<file path="config.mk">
export PLATFORM = sky130hd
export DESIGN_NAME = pc_fetch_unit
export DESIGN_NICKNAME = d
export VERILOG_FILES = /design/src/rtl/pc_fetch_unit.sv
export SDC_FILE = /design/constraint.sdc
export NUM_CORES = 1
export LEC_CHECK = 0
export ABC_AREA = 1
export BUFFER_PORTS_ARGS = -buffer_cell sky130_fd_sc_hd__buf_2
export CORE_MARGIN = 2
export CORE_UTILIZATION = 45
export CTS_CLUSTER_SIZE = 28
export DETAILED_ROUTE_END_ITERATION = 7
export GPL_TIMING_DRIVEN = 0
export PLACE_DENSITY = 0.67
export RECOVER_POWER = 100
export SLEW_MARGIN = 25
export SYNTH_ARGS = -nofsm -noshare
export SYNTH_HDL_FRONTEND = slang
export SYNTH_SLANG_ARGS = --single-unit
</file>
<file path="constraint.sdc">
create_clock -name CLK -period 2.24 [get_ports CLK]
set_input_delay 0.448 -clock CLK [delete_from_list [all_inputs] [get_ports CLK]]
set_output_delay 0.448 -clock CLK [all_outputs]
set_load 0.01 [all_outputs]
</file>
<file path="src/rtl/pc_fetch_unit.sv">
// -----------------------------------------------------------------------------
// pc_fetch_unit
//   Instruction fetch front end. Generates sequential fetch addresses,
//   issues them to instruction memory, buffers the returned instructions
//   in a 2-entry FIFO and hands them to decode with a valid/ready handshake.
//   A branch redirect reloads the PC, drops everything buffered or in
//   flight and spends one FLUSH cycle before fetching resumes.
//
// Parameters
//   RESET_PC     first fetch address after reset
//   FIFO_DEPTH   instruction buffer entries (only 2 is supported)
//
// Ports
//   CLK, RST_N           clock (rising edge), asynchronous active-low reset
//   Stall                blocks new fetch issue while high
//   BranchTaken          one-cycle redirect request
//   BranchTarget[31:0]   redirect byte address
//   PC[31:0]             fetch address to instruction memory
//   MemRead              fetch issue strobe
//   Instruction[31:0]    memory data, valid the cycle after an issue
//   IF_Instr/IF_PC       FIFO head toward decode
//   IF_Valid             FIFO non-empty
//   IF_Ready             decode accepts the head this cycle
//   MisalignErr          (FETCH_MISALIGN_TRAP_EN only) sticky misaligned
//                        redirect flag; fetch stays halted until reset
//
// Build option
//   FETCH_MISALIGN_TRAP_EN  when defined, a redirect to a target with
//   BranchTarget[1:0]!=0 traps instead of loading the PC. When undefined,
//   the low two target bits are simply forced to zero.
// -----------------------------------------------------------------------------
module pc_fetch_unit #(
    parameter logic [31:0] RESET_PC   = 32'h0000_0000,
    parameter int          FIFO_DEPTH = 2
) (
    input  logic        CLK,
    input  logic        RST_N,
    input  logic        Stall,
    input  logic        BranchTaken,
    input  logic [31:0] BranchTarget,
    output logic [31:0] PC,
    output logic        MemRead,
    input  logic [31:0] Instruction,
    output logic [31:0] IF_Instr,
    output logic [31:0] IF_PC,
    output logic        IF_Valid,
    input  logic        IF_Ready
`ifdef FETCH_MISALIGN_TRAP_EN
    ,
    output logic        MisalignErr
`endif
);

    typedef enum logic [1:0] {
        S_IDLE  = 2'd0,
        S_RUN   = 2'd1,
        S_FLUSH = 2'd2
    } state_t;

    localparam logic [1:0] LP_DEPTH = 2'(FIFO_DEPTH);

    state_t      r_state;
    logic [31:0] r_pc;
    logic [31:0] r_ipc;          // address of the fetch currently in memory
    logic        r_inflight;
    logic [31:0] r_mem_instr [0:1];
    logic [31:0] r_mem_pc    [0:1];
    logic        r_rd_ptr;
    logic        r_wr_ptr;
    logic [1:0]  r_count;

    logic        w_redirect;
    logic        w_issue;
    logic        w_push;
    logic        w_pop;
    logic [1:0]  w_occ;
    logic        w_trap;
    logic        w_bad;

`ifdef FETCH_MISALIGN_TRAP_EN
    logic        r_misalign;
    assign w_trap      = r_misalign;
    assign w_bad       = (BranchTarget[1:0] != 2'b00);
    assign MisalignErr = r_misalign;
`else
    assign w_trap      = 1'b0;
    assign w_bad       = 1'b0;
`endif

    // Occupancy counts the inflight fetch as a reserved slot, so the
    // response that lands next cycle can never find the FIFO full.
    assign w_occ      = r_count + {1'b0, r_inflight};
    assign w_redirect = BranchTaken && (r_state != S_IDLE);

    // MemRead is decoded from registered state plus this cycle's Stall and
    // BranchTaken so that a redirect suppresses the issue in the same cycle.
    assign w_issue    = (r_state == S_RUN) && !Stall && !BranchTaken &&
                        !w_trap && (w_occ < LP_DEPTH);
    assign w_push     = r_inflight;
    assign w_pop      = IF_Valid && IF_Ready;

    assign MemRead    = w_issue;
    assign PC         = r_pc;
    assign IF_Valid   = (r_count != 2'd0);
    assign IF_Instr   = r_mem_instr[r_rd_ptr];
    assign IF_PC      = r_mem_pc[r_rd_ptr];

    always_ff @(posedge CLK or negedge RST_N) begin
        if (!RST_N) begin
            r_state    <= S_IDLE;
            r_pc       <= RESET_PC;
            r_ipc      <= '0;
            r_inflight <= 1'b0;
            r_count    <= '0;
            r_rd_ptr   <= 1'b0;
            r_wr_ptr   <= 1'b0;
            for (int i = 0; i < 2; i++) begin
                r_mem_instr[i] <= '0;
                r_mem_pc[i]    <= '0;
            end
`ifdef FETCH_MISALIGN_TRAP_EN
            r_misalign <= 1'b0;
`endif
        end else begin
            case (r_state)
                S_IDLE:         r_state <= S_RUN;
                S_RUN, S_FLUSH: r_state <= w_redirect ? S_FLUSH : S_RUN;
                default:        r_state <= S_IDLE;
            endcase

            if (w_redirect) begin
                // Redirect wins over everything: the buffered entries and the
                // response arriving this cycle are both dropped.
                r_count    <= '0;
                r_rd_ptr   <= 1'b0;
                r_wr_ptr   <= 1'b0;
                r_inflight <= 1'b0;
                if (!w_bad && !w_trap)
                    r_pc <= BranchTarget & ~32'h3;
`ifdef FETCH_MISALIGN_TRAP_EN
                if (w_bad)
                    r_misalign <= 1'b1;
`endif
            end else begin
                if (w_issue) begin
                    r_ipc <= r_pc;
                    r_pc  <= r_pc + 32'd4;
                end
                // Any inflight response is pushed this cycle, so inflight
                // only survives if a new fetch goes out now.
                r_inflight <= w_issue;
                if (w_push) begin
                    r_mem_instr[r_wr_ptr] <= Instruction;
                    r_mem_pc[r_wr_ptr]    <= r_ipc;
                    r_wr_ptr              <= ~r_wr_ptr;
                end
                if (w_pop)
                    r_rd_ptr <= ~r_rd_ptr;
                r_count <= r_count + {1'b0, w_push} - {1'b0, w_pop};
            end
        end
    end

endmodule

</file>
-- Yosys cells after proc, flatten, opt, wreduce, memory -nomap -nowiden
Cells that the tools add are included.
- bits in registers: 199
- memory bits (writable): 0
- ROM bits: 0
- memories: 0
- latch bits: 0
- logic and storage cells: 62
- bits of input ports: 69
- output and inout port bits: 98
- $mul: 0
- eq/ne operators: 2
- div/mod/pow operators: 0
- shifts and indexed selects: 0
- add/subtract/negate cells: 3
- magnitude comparators: 4
- multiplexer cells: 20
- bitwise gates (word level): 5
- reductions and logical operators: 17
- operators with widths (operator ; count):
    2-to-1 mux 32 bit ; 9
    bitwise mux 64 bit ; 2
    adder 32 x 3 -> 32 bit (second input constant) ; 1
    demux 32 bit (select 1 bit) ; 1
    nonzero test 2 bit ; 5
    logical AND 1 bit ; 6
    2-to-1 mux 1 bit ; 5
    greater-or-equal comparator 2 bit (second input constant) ; 2
    2-to-1 mux 2 bit ; 2
    NOT 1 -> 2 bit ; 2
    case mux 2 bit (2 select lines) ; 1
    AND reduction 2 bit ; 2
    NOT 1 bit ; 3
    adder 2 x 1 -> 2 bit ; 1
    == test 2 x 1 -> 1 bit (second input constant) ; 1
    == test 2 bit (second input constant) ; 1
    zero test 1 bit ; 2
    zero test 2 bit ; 1
    less-than comparator 2 x 1 -> 1 bit (second input constant) ; 1
    less-than comparator 2 bit (second input constant) ; 1
    OR reduction 2 bit ; 1
    subtractor 2 x 1 -> 2 bit ; 1

-- Longest topological paths before layout
- word-level depth: 6
- mapped depth: 10
- depth with buffers taken out: 10

-- Worst setup path after synthesis
No wires, ideal clock.
- kind: register to output
- start point: register r_inflight
- end point: output MemRead
- arrival: 1.228 ns
- buffers on the path: 1
- setup slack: 0.564 ns
- cell stages (with the launch flop): 6
- required time: 1.792 ns
- cell sequence: dfrtp_1 > ha_1 > xnor2_2 > nand2_4 > inv_2 > buf_2
- word-level cells in the longest chain between the ends: 3
- ends and longest elaborated chain (element ; RTL line ; text):
    from (decl) ; 65 ; logic r_inflight;
    from (signal assigned) ; 151 ; r_inflight <= w_issue;
    adder 2 x 1 -> 2 bit ; 92 ; assign w_occ = r_count + {1'b0, r_inflight};
    less-than comparator 2 bit ; 98 ; !w_trap && (w_occ < LP_DEPTH);
    logical AND 1 bit ; 98 ;
    to (decl) ; 42 ; output logic MemRead,
Every way passes these cells.

-- Final worst setup path
- start point: register r_rd_ptr
- end point: output IF_PC[17]
- word-level cells in the longest chain between the ends: 4
- ends and longest elaborated chain (element ; RTL line ; text):
    from (decl) ; 68 ; logic r_rd_ptr;
    from (signal assigned) ; 158 ; r_rd_ptr <= ~r_rd_ptr;
    NOT 1 -> 2 bit (implied by the code) ; 106 ; assign IF_PC = r_mem_pc[r_rd_ptr];
    2-to-1 mux 32 bit (implied by the code) (3 in a row) ; 106 ;
    to (decl) ; 45 ; output logic [31:0] IF_PC,
Every way passes these cells. The select of a mux whose other input is x is not followed.

==> impl_results.md <==
* Largest net degree at the start of global routing at 86
* Most frequent cells in the layout: nand2_1 (479), dfrtp_1 (189), o21ai_0 (160)
* Wire length per cell at 14.79 µm
* Remaining Overflow, GRT at 0
* Half-perimeter wire length after placement at 16,910 µm
* Commonest non-fill, non-tap cell in the layout: nand2_1
* DRC at 0
* Final Hold Fails at 0
* CTS tree: built
* PwrDens at 1317 mW/mm²
* Status: finished clean
* Fmax at 466.1 MHz
* Synthesized instance count at about 1,100
* Final worst setup slack at 94.37 ps
* Post-route clock skew at 11.20 ps
* Area after DPL at 0.01015 mm²
* Slew headroom at 47.96%
* Die H at 145.0 µm
* Dpl ws at 121.0 ps
* Sequential fraction of the synthesis area at 53.45%
* Critical Path AT at 1700 ps
* Final Cycle Share at between 90% and 100%
* GP Congestion at 0.8980
* Min Clock Period, post-route at 2146 ps
* Clock sink count at 191
* Post-placement cell count at between 1,500 and 2,000
* Initial antenna violation count at 0
* CTS H-tree depth at 4
* Tightest Pin Transition at approximately 800 ps
* Final setup violation count at 0
* Boundary pin count at 167
* CTS Buf Count at 17
* Top_reg_cell synth: dfrtp_1
* Design Area, Final at about 0.011 mm²
* Input/output buffers at 160
* Worst vdd ir at 0.6300 mV
* Drt first pass iters at 5
* Crit. End Element: output port
* Initial Utilization at 45.95%
* Final wirelength at roughly 24,000 µm
* Core Box Area at between 0.015 and 0.02 mm²
* Worst-Skew Late Latency at between 400 and 500 ps
* Fin. max-slew vios at 0
* Antenna-violating nets left at 0
* Mapped Area at 0.008942 mm²
* RSZ-0062 raised after global routing: no
* Seq cells post-synth at 191
* WHS at 206.0 ps
* Die W at 145.0 µm
* Nets@finish at 1,406
* Register clock-pin slew on the reported worst setup and hold paths at about 70 ps
* CP required at 1790 ps
* First-pass GRT wire length at 38,610 µm
* Share of cells above drive strength 1 at 13.10%
* Asr flop ratio synth at 100.0%
* Non-filler instance count after layout at 1,609
* Via/cell ratio at 4.921
* Post-synth cell types at 35
* Number of flops mapped to enable cells by yosys at 0
* LEAKAGE at 5.412 nW
* Synth-to-layout area growth at 19.07%
* Root Driver: clkbuf_16
* Setup TNS Final at 0 ps
* Die area at 0.02101 mm²
* Critical path class: reg2out
* Worst Path Max Fanout at 10
* Vias in the first global route at 7,400
* Row Count at 51
* Via count at 7,918
* Initial drt markers at 403
* Yosys warns at 0
* Avg Cell Area, Syn at 7.803 µm²
* Hold Path Class: in2reg
* # diodes at 0
* GR Util All Layers at 22.95%
* CTS max path bufs at 2
* Max Cap Viol at 0
* Worst setup SP type: flip-flop
==> metal layers <==
layer  part of all wire, %  up-vias  wire [µm]  track usage [%]
met5                     0        -          0                0
met3                   7.1       21       1693            3.994
li1                      -     3947          -                -
met1                    46     3663      11000            33.35
met2                    46      287      10880            35.88
met4                  0.94        0        224            5.743
==> state kept, by name, indices dropped and copies added, names as in the netlist <==
name         flops
r_inflight       1
r_state          2
r_mem_pc        60
r_count          2
PC              30
r_wr_ptr         1
r_rd_ptr         1
r_mem_instr     64
r_ipc           30
==> worst max-delay path, stage by stage, from the launching register on <==
cell      delay, ps
dfrtp_2         490
inv_4           160
clkbuf_2        250
nand2_1          80
nand2_1          70
clkbuf_1        200
==> logic make-up after synthesis <==
kind of cell               synth area share (%)
xor gates and xnor gates                 0.5738
DFF                                       53.45
AOI/OAI and AO/OA                         10.44
adders and majority gates                0.8395
other                                   0.04194
and+or+nand+nor                           27.09
buffers and inverters                     7.570
==> per-stage QoR <==
step / utilization [%] / power [mW]
2_1_floorplan: - / 8.976
3_3_place_gp: 51.82 / 11.00
3_5_place_dp: 52.16 / 11.17
4_1_cts: 55.42 / 14.34
5_1_grt: 54.71 / 15.12
6_report: 54.71 / 14.03
==> where the power goes <==
group          leakage [nW]  internal [mW]  total, mW  switching [mW]
clock network         0.283           1.70       3.09            1.39
logic                  2.65           1.72       5.10            3.37
registers              2.48           4.81       5.84            1.03
==> synthesized netlist by cell type, types with 6 or more instances <==
master,count,area [µm²]
buf_2,22,110.1
nand2_1,478,1794
nand3_1,44,220.2
a21oi_1,6,30.03
nor2_4,6,67.56
o21ai_0,152,760.7
nor2_1,40,150.1
o21ai_1,15,75.07
ha_1,6,75.07
dfrtp_1,191,4780
buf_4,6,45.04
clkbuf_1,29,108.9
inv_1,105,394.1
==> layout make-up <==
type                       count  area [µm²]
sequential                   191        4782
buffer                        56       271.5
timing repair buffer         165       764.5
tap                          265       331.6
clock inverter                13       151.4
inverter                     109       419.2
fill                        1926        8815
multi-input combinational    791        3485
clock buffer                  19       442.9
==> worst paths after layout <==
path,endpoint,slack (ps),from,cells after the start
worst min register to register,r_mem_pc[51],490,r_mem_pc[51],2
worst min-delay path,PC[12],210,BranchTarget[12],3
max in group asynchronous,PC[25],360,RST_N,4
worst max-delay path,IF_PC[17],90,r_rd_ptr,5
min in group asynchronous,r_mem_instr[56],490,RST_N,2
worst max register to register,PC[25],160,r_inflight,9
==> repair_timing <==
action                                  in CTS  in global routing
gates resized for setup                     16                  4
buffers inserted                             2                  0
pin swaps                                    2                  1
endpoints found under the hold margin       37                  0
hold buffers                                 1                  0
endpoints found under the setup margin      62                 25
Note: power is estimated with default switching activity, not from simulation.
